`src/rtl/pwm_code_rx.sv`:
```
// pwm_code_rx: pulse-width code receiver with synchroniser, glitch filter,
// bit-order select, stop timeout, classified errors and post-error resync.
module pwm_code_rx #(
  parameter int CODE_WIDTH    = 26,
  parameter int BIT_PERIOD    = 20,
  parameter int MARGIN        = 2,
  parameter int GLITCH_CYCLES = 2,
  parameter bit MSB_FIRST     = 1'b1
) (
  input  logic                  clk_in,
  input  logic                  rst_n_in,
  input  logic                  data_in,
  output logic [CODE_WIDTH-1:0] code_out,
  output logic                  new_code_out,
  output logic                  error_out,
  output logic [1:0]            error_code_out,
  output logic                  busy_out
);
  localparam int Q  = BIT_PERIOD / 4;
  localparam int H  = BIT_PERIOD / 2;
  localparam int CW = $clog2(BIT_PERIOD + MARGIN + 2);
  localparam int IW = CODE_WIDTH > 1 ? $clog2(CODE_WIDTH) : 1;

  typedef enum logic [2:0] {IDLE, SYNC_LO, SYNC_HI, BIT_LO, BIT_HI0, BIT_HI1, STOP, RESYNC} state_t;

  logic r_sync1, r_s, w_f;

  always_ff @(posedge clk_in)
    if (!rst_n_in) {r_sync1, r_s} <= 2'b11;
    else {r_sync1, r_s} <= {data_in, r_sync1};

  generate
    if (GLITCH_CYCLES == 0) begin : g_bypass
      assign w_f = r_s;
    end else begin : g_filt
      localparam int GW = GLITCH_CYCLES > 1 ? $clog2(GLITCH_CYCLES) : 1;
      logic          r_f;
      logic [GW-1:0] r_gcnt;
      logic          w_diff;
      // the newer sample must disagree too, so a GLITCH_CYCLES-wide pulse never flips f
      assign w_diff = (r_s != r_f) && (r_sync1 != r_f);
      always_ff @(posedge clk_in)
        if (!rst_n_in) begin
          r_f    <= 1'b1;
          r_gcnt <= '0;
        end else if (w_diff && r_gcnt == GW'(GLITCH_CYCLES - 1)) begin
          r_f    <= r_s;
          r_gcnt <= '0;
        end else r_gcnt <= w_diff ? r_gcnt + 1'b1 : '0;
      assign w_f = r_f;
    end
  endgenerate

  state_t                r_state, w_nx;
  logic [CW-1:0]         r_cnt;
  logic [IW-1:0]         r_idx;
  logic [CODE_WIDTH-1:0] r_buf, w_shift;
  logic                  w_err, w_store, w_bit, w_pub, w_clr;
  logic [1:0]            w_ec;

  function automatic logic win(input logic [CW-1:0] c, input int n);
    return int'(c) >= n - MARGIN && int'(c) <= n + MARGIN;
  endfunction

  function automatic logic ovr(input logic [CW-1:0] c, input int n);
    return int'(c) > n + MARGIN;
  endfunction

  always_comb begin
    w_nx    = r_state;
    w_err   = 1'b0;
    w_store = 1'b0;
    w_pub   = 1'b0;
    w_clr   = 1'b0;
    w_bit   = r_state == BIT_HI1;
    w_ec    = (r_state == SYNC_LO || r_state == SYNC_HI) ? 2'd0 : (r_state == STOP) ? 2'd2 : 2'd1;
    case (r_state)
      IDLE: if (!w_f) begin
        w_nx  = SYNC_LO;
        w_clr = 1'b1;
      end
      SYNC_LO: if (w_f ? !win(r_cnt, H) : ovr(r_cnt, H)) w_err = 1'b1;
               else if (w_f) w_nx = SYNC_HI;
      SYNC_HI: if (!w_f ? !win(r_cnt, H) : ovr(r_cnt, H)) w_err = 1'b1;
               else if (!w_f) w_nx = BIT_LO;
      BIT_LO: if (w_f) begin
        if (win(r_cnt, Q)) w_nx = BIT_HI0;
        else if (win(r_cnt, 3 * Q)) w_nx = BIT_HI1;
        else w_err = 1'b1;
      end else if (ovr(r_cnt, 3 * Q)) w_err = 1'b1;
      BIT_HI0: if (!w_f ? !win(r_cnt, 3 * Q) : ovr(r_cnt, 3 * Q)) w_err = 1'b1;
               else if (!w_f) w_store = 1'b1;
      BIT_HI1: if (!w_f ? !win(r_cnt, Q) : ovr(r_cnt, Q)) w_err = 1'b1;
               else if (!w_f) w_store = 1'b1;
      STOP: if (ovr(r_cnt, BIT_PERIOD)) w_err = 1'b1;
            else if (w_f) begin
              w_pub = 1'b1;
              w_nx  = IDLE;
            end
      RESYNC: if (w_f && int'(r_cnt) >= BIT_PERIOD - 1) w_nx = IDLE;
      default: w_nx = IDLE;
    endcase
    if (w_store) w_nx = (r_idx == IW'(CODE_WIDTH - 1)) ? STOP : BIT_LO;
    if (w_err) w_nx = RESYNC;
  end

  assign w_shift = MSB_FIRST ? ((r_buf << 1) | CODE_WIDTH'(w_bit))
                             : ((r_buf >> 1) | (CODE_WIDTH'(w_bit) << (CODE_WIDTH - 1)));

  // in RESYNC the counter tracks consecutive high cycles; elsewhere it times the current segment
  always_ff @(posedge clk_in)
    if (!rst_n_in) begin
      r_state        <= IDLE;
      r_cnt          <= '0;
      r_idx          <= '0;
      r_buf          <= '0;
      code_out       <= '0;
      new_code_out   <= 1'b0;
      error_out      <= 1'b0;
      error_code_out <= 2'd0;
    end else begin
      r_state        <= w_nx;
      r_cnt          <= (w_nx != r_state) ? CW'(1) : (r_state == RESYNC && !w_f) ? '0 : (&r_cnt) ? r_cnt : r_cnt + 1'b1;
      r_idx          <= w_clr ? '0 : w_store ? r_idx + 1'b1 : r_idx;
      r_buf          <= w_clr ? '0 : w_store ? w_shift : r_buf;
      code_out       <= w_pub ? r_buf : code_out;
      new_code_out   <= w_pub;
      error_out      <= w_err;
      error_code_out <= w_err ? w_ec : error_code_out;
    end

  assign busy_out = r_state != IDLE;
endmodule

```
`config.mk`:
```
export PLATFORM = sky130hd
export DESIGN_NAME = pwm_code_rx
export DESIGN_NICKNAME = d
export VERILOG_FILES = /design/src/rtl/pwm_code_rx.sv
export SDC_FILE = /design/constraint.sdc
export NUM_CORES = 1
export LEC_CHECK = 0
export CELL_PAD_IN_SITES_DETAIL_PLACEMENT = 0
export CELL_PAD_IN_SITES_GLOBAL_PLACEMENT = 1
export CORE_AREA = 2 2 101 103
export DETAILED_ROUTE_END_ITERATION = 16
export DIE_AREA = 0 0 103 105
export GPL_TIMING_DRIVEN = 0
export PLACE_DENSITY = 0.68
export SLEW_MARGIN = 20
export SYNTH_ARGS = -nofsm -noshare
export SYNTH_HDL_FRONTEND = slang
export SYNTH_SLANG_ARGS = --single-unit
```
`constraint.sdc`:
```
create_clock -name clk_in -period 3.4 [get_ports clk_in]
set_clock_uncertainty 0.2 [all_clocks]
set_input_delay 0.51 -clock clk_in [delete_from_list [all_inputs] [get_ports clk_in]]
set_output_delay 0.51 -clock clk_in [all_outputs]
set_load 0.005 [all_outputs]
```
After elaboration in Yosys (flattened, before gate mapping)
Cells that the tools add are included.
W data, S select, Z words.
- output and inout bits: 31
- word-level logic and storage cells: 102
- bits in latches: 0
- bits in registers: 73
- input port bits: 3
- bits in read-only memories: 0
- memories: 0
- RAM bits: 0
- shifts and indexed selects: 0
- magnitude comparators: 11
- divide/modulo/power cells: 0
- equal/unequal tests: 12
- multiplexer cells: 42
- reduce and logical (&&, ||, !) cells: 18
- $mul: 0
- bitwise gates (word level): 3
- add/sub/neg operators: 3
- operator list (cell ; number):
    $mux W3 ; 14
    $or A26 B1 Y26 ; 1
    $mux W1 ; 23
    $pmux W3 S6 ; 1
    $eq A3 B3 Y1 const B ; 4
    $add A5 B1 Y5 const B ; 2
    $ge A5 B4 Y1 const B ; 2
    $gt A5 B5 Y1 const B ; 2
    $logic_and A1 B1 Y1 ; 7
    $eq A3 B2 Y1 const B ; 2
    $pmux W1 S6 ; 1
    $reduce_or A3 Y1 ; 2
    $eq A5 B5 Y1 const B ; 1
    $ge A5 B2 Y1 const B ; 1
    $ge A5 B5 Y1 const B ; 1
    $gt A5 B3 Y1 const B ; 1
    $gt A5 B4 Y1 const B ; 1
    $le A5 B3 Y1 const B ; 1
    $le A5 B4 Y1 const B ; 1
    $le A5 B5 Y1 const B ; 1
    $reduce_and A5 Y1 ; 1
    $logic_not A1 Y1 ; 4
    $mux W2 ; 2
    $eq A3 B1 Y1 const B ; 1
    other kinds (10) ; 12

Logic depth before layout (Yosys ltp)
Gate-level depths: netlist of the first run.
- depth in word-level cells: 10
- depth in mapped cells: 11
- mapped depth without buffers: 9

Worst setup path before layout of the first run
OpenSTA, ideal clock, no wires.
- path kind: register to register
- from: reg r_cnt[1]
- to: reg r_cnt[0]
- period minus slack after synthesis: 2.692 ns
- buffers on the path: 2
- arrival time: 2.373 ns
- path slack: 0.708 ns
- setup time: 0.120 ns
- required time: 3.080 ns
- stages on the path, launching flop included: 12
- cell sequence: dfxtp_1 > buf_4 > inv_1 > ha_1 > or3_1 > a32o_1 > a21o_1 > buf_2 > a21boi_1 > o22ai_1 > a31o_1 > o31a_1
- longest elaborated chain between the ends: 10
- elaborated cells between the ends (all ways): 49
- classes of those cells: order compare: 11; eq/ne: 2; mux: 28; reduce/logical: 8
- RTL lines (what ; line ; source):
    start, declared ; 55 ; logic [CW-1:0] r_cnt;
    start signal, assigned ; 123 ; r_cnt <= (w_nx != r_state) ? CW'(1) : (r_state == RESYNC && !w_f) ? '0 : (&r_cnt) ? r_cnt : r_cnt + 1'b1;
    $ge A5 B4 Y1 (tied with other cells) ; 62 ; return int'(c) >= n - MARGIN && int'(c) <= n + MARGIN;
    $logic_and A1 B1 Y1 ; 62 ;
    $mux W3 (tied with other cells) ; 88 ; else if (win(r_cnt, 3 * Q)) w_nx = BIT_HI1;
    $mux W3 (tied with other cells) ; 87 ; if (win(r_cnt, Q)) w_nx = BIT_HI0;
    $mux W3 (tied with other cells) ; 86 ; BIT_LO: if (w_f) begin
    $pmux W3 S6 / $pmux W1 S2 (equally long branches) ; 77 ; case (r_state)
    $mux W3 ; 103 ; if (w_store) w_nx = (r_idx == IW'(CODE_WIDTH - 1)) ? STOP : BIT_LO;
    $mux W3 ; 104 ; if (w_err) w_nx = RESYNC;
    $ne A3 B3 Y1 ; 123 ;
    $ne A3 B3 Y1 (no source line) / $mux W1 (equally long branches) ; - ;
Parallel ways exist; a longest one is shown, timed or not.
A chain may end at the register's enable or synchronous reset.

Worst setup path after layout of the first run
Same ends and word-level chain as after synthesis.

==> results by group, run 1 <==
Status
  • Status: complete, no violations

STA
  • Tcrit/Tclk final: about nine tenths
  • Worst Hold Margin: between 0.2 and 0.3 ns
  • Count of final hold-check violations: 0
  • Worst Max-Slew Pin Slew: between 0.5 and 0.6 ns
  • Setup TNS: 0 ns
  • Max-slew violation count: 0
  • RSZ-0062 raised after global routing: no
  • F_max: approximately 0.33 GHz
  • Worst slew margin: between 60% and 70%
  • Fin crit period: ~3.0 ns
  • Setup-failing EPs final: 0

Drt
  • Detailed-route wire length: 7540 µm
  • TritonRoute pass-1 iters: 4
  • DRC: 0
  • Iteration-0 DRC Markers: 120
  • Routed Antenna Nets: 0
  • Detail-routed net length per standard cell: roughly 13 µm
  • Via count: 2778
  • Vias per cell: a little under 5

Setup path
  • Worst Path Required: 3.44 ns
  • CP cell instances: buf_4 -> inv_1 -> ha_1 -> or3_1 -> a32o_1 -> a21o_1 -> buf_2 -> a21boi_1 -> o22ai_1 -> a31o_1 -> o31a_1
  • Worst reg2reg path endpoint: r_cnt[0]
  • Reg-to-reg slack, setup: a little under 0.4 ns
  • Max incr delay on CP: between 0.3 and 0.4 ns
  • CP Capture Type: register
  • Buffers & Inverters on Critical Path: 3
  • Data arrival, critical path: about 3 ns
  • CP max FO: 10
  • Crit-path slowest cell: dfxtp_1
  • WS Path Type: reg2reg
  • Levels on crit path: 11
  • Top cell family by delay on the critical path: compound AO/OA/AOI/OAI gates
  • Worst r2r src: r_cnt[1]
  • Startpoint Class: register
  • R2R depth: 11

Final layout
  • Area grow syn2layout: 20.8%
  • Share of layout cells above drive strength 1: between 9 and 10%
  • Final layout net count: approximately 440
  • Ant. Diodes: 0

Clock tree
  • CTS tree: built
  • Num CTS Buffers: 9
  • Clk sinks: between 70 and 80
  • Hold-fix buffers, CTS: 0
  • H-tree Lvls: 3
  • Clock latency on the worst-skew pair: 0.34 ns
  • Clk Tree Root Cell: clkbuf_8
  • Clk buf depth: 2
  • CTS resizes: 0
  • Post-CTS setup buffer count: 0
  • Reg clk slew, reported paths: about 0.08 ns

Place
  • RD Place Congestion: 0.856
  • Port bufs: 33
  • Hpwl dp: approximately 5400 µm

Synthesis
  • Most common cell in the synthesized netlist: dfxtp_1
  • Dominant synthesized flop cell: dfxtp_1
  • Syn Nets: 393
  • Synth cell types: 64
  • Syn Inst Count: approximately 380
  • Sequential share of the synthesized area: 43.8%
  • Synth area leaders: dfxtp_1 44%, mux2i_1 8.4%, nand2_1 6.9%
  • Ys Warns: 0
  • Mean Syn Cell Area: about 8.7 µm²
  • Share of the synthesized area in the top cell type: between 40% and 50%
  • Synth area leader: dfxtp_1
  • Post-synth EDFFs: 0
  • Commonest cells in the netlist: 73 x dfxtp_1, 61 x nand2_1, 42 x nor2_1
  • Mapped Area: roughly 3300 µm²
  • Ys async rst share: 0%
  • Synthesis-stage register bit count: 73

Die
  • Die X: 103 µm
  • DIE AREA: between 10000 and 15000 µm²
  • Initial Utilization: around a third
  • # rows: 36
  • Total core area: 9640 µm²
  • Vert. Die Dim: 105 µm
  • IO Pins: 34

GRT
  • Largest net degree at the start of global routing: 13
  • Antenna violations before repair: 0
  • GRT Overall Usage: 14.9%
  • Vias in the first global route: 2640
  • Gr ovfl total: 0
  • Global-route wire length before repair: 12800 µm

Power and ir drop
  • Max IR drop VDD: 0.229 mV
  • P per Cell Area: 488 nW/µm²
  • LEAKAGE: 0.00139 µW

Hold path
  • Hold Startpoint: error_code_out[0]
  • Min-Delay Path Class: reg2reg
  • Hold Path Depth: 2
  • Hold endpoint: error_code_out[0]

Flow run
  • Max Cap Violations: 0
registers in the layout (all words and copies together), names as in the netlist:
register        count
r_state             3
r_sync1             1
g_filt.r_f          1
error_out           1
error_code_out      2
code_out           26
r_cnt               5
r_idx               5
r_buf              26
r_s                 1
g_filt.r_gcnt       1
new_code_out        1
cells in the final DEF, fill, tap and decap left out, types with 2 or more instances in the layout:
cell and count:
buf_6 4, a211oi_1 3, nand4_1 3, nand2b_1 3, nor3_1 4, mux2i_1 28
xnor2_1 4, a21o_1 2, or3_1 2, buf_2 7, o31ai_1 2, inv_1 8
o21ai_1 2, clkinvlp_4 2, clkdlybuf4s50_1 33, nand2_1 61, nor4_1 7, o211ai_1 2
o21ai_0 8, a21oi_1 39, clkbuf_1 13, a22oi_1 3, nor2_1 42, dfxtp_1 73
buf_4 3, xor2_1 3, clkbuf_8 10, clkinv_2 2, nand3_1 9, ha_1 6
and3_1 2, and2b_1 2, a31oi_1 5
final cells by class:
type | instances | area [µm²]
inverter | 9 | 33.8
multi-input combinational | 275 | 1690
clock inverter | 5 | 55.1
tap | 133 | 166
fill | 1014 | 5610
buffer | 27 | 155
clock buffer | 11 | 141
sequential | 73 | 1460
timing repair buffer | 33 | 330
metrics by stage:
| step | utilization, % | std cells | area (µm²) | worst slack (ns) | total power (µW) |
|---|---|---|---|---|---|
| after CTS | 41.8 | 566 | 4030 | 0.416 | 1990 |
| final | 41.8 | 566 | 4030 | 0.396 | 1960 |
| after global routing | 41.8 | 566 | 4030 | 0.186 | 2070 |
| after detailed placement | 39.8 | 550 | 3830 | 0.421 | 1320 |
| after floorplan | - | 384 | 3340 | 0.708 | 1210 |
| after global placement | 39.8 | 550 | 3830 | 0.434 | 1320 |
routing by layer:
layer,GRT usage (%),share of wire [%]
met3,4.35,4.4
met2,22.3,44
met4,4.51,1.4
met5,0,0
met1,20.5,50
power breakdown:
part | internal (µW) | switching [µW] | leakage, µW
clock network | 356 | 305 | 0.0000953
logic | 164 | 234 | 0.000701
registers | 878 | 25.9 | 0.000589
total | 1400 | 566 | 0.00139
kinds of logic (layout without fill, tap and decap cells):
logic type,after synthesis,in the layout,share of synthesized area (%)
mux,28,28,8.40
simple gates,151,151,21.4
fa+ha+maj,6,6,2.25
xor+xnor,7,7,1.84
flops,73,73,43.8
compound gates,83,83,16.6
buf+inv,36,85,5.66
how the worst max path moves through the flow:
| stage | startpoint | to | slack (ns) |
|---|---|---|---|
| 6_report | r_cnt[1] | r_cnt[0] | 0.40 |
| 4_1_cts | r_cnt[1] | r_cnt[0] | 0.42 |
| 2_1_floorplan | r_cnt[1] | r_cnt[0] | 0.71 |
| 3_5_place_dp | r_cnt[1] | r_cnt[0] | 0.42 |
| 3_3_place_gp | r_cnt[1] | r_cnt[0] | 0.43 |
| 5_1_grt | r_cnt[1] | r_cnt[1] | 0.19 |
worst reg2reg max path, stage by stage (launching register included):
cell and delay, ns:
dfxtp_1 0.38, buf_4 0.19, inv_1 0.07, ha_1 0.18, or3_1 0.35, a32o_1 0.30
a21o_1 0.17, buf_2 0.16, a21boi_1 0.24, o22ai_1 0.11, a31o_1 0.27, o31a_1 0.29
Power figures use the tool's default switching activity.
==> inputs of run 2 (changes only) <==
ABC_CLOCK_PERIOD_IN_PS = 3400   (was not set)
==> results of run 2 <==
No change in the layout: final DEF, timing and power equal those of run 1.
==> inputs of run 3 (changes only) <==
ABC_CLOCK_PERIOD_IN_PS = not set   (was 3400)
CTS_CLUSTER_DIAMETER = 150   (was not set)
==> results of run 3 <==
No change in the layout: final DEF, timing and power equal those of run 1.
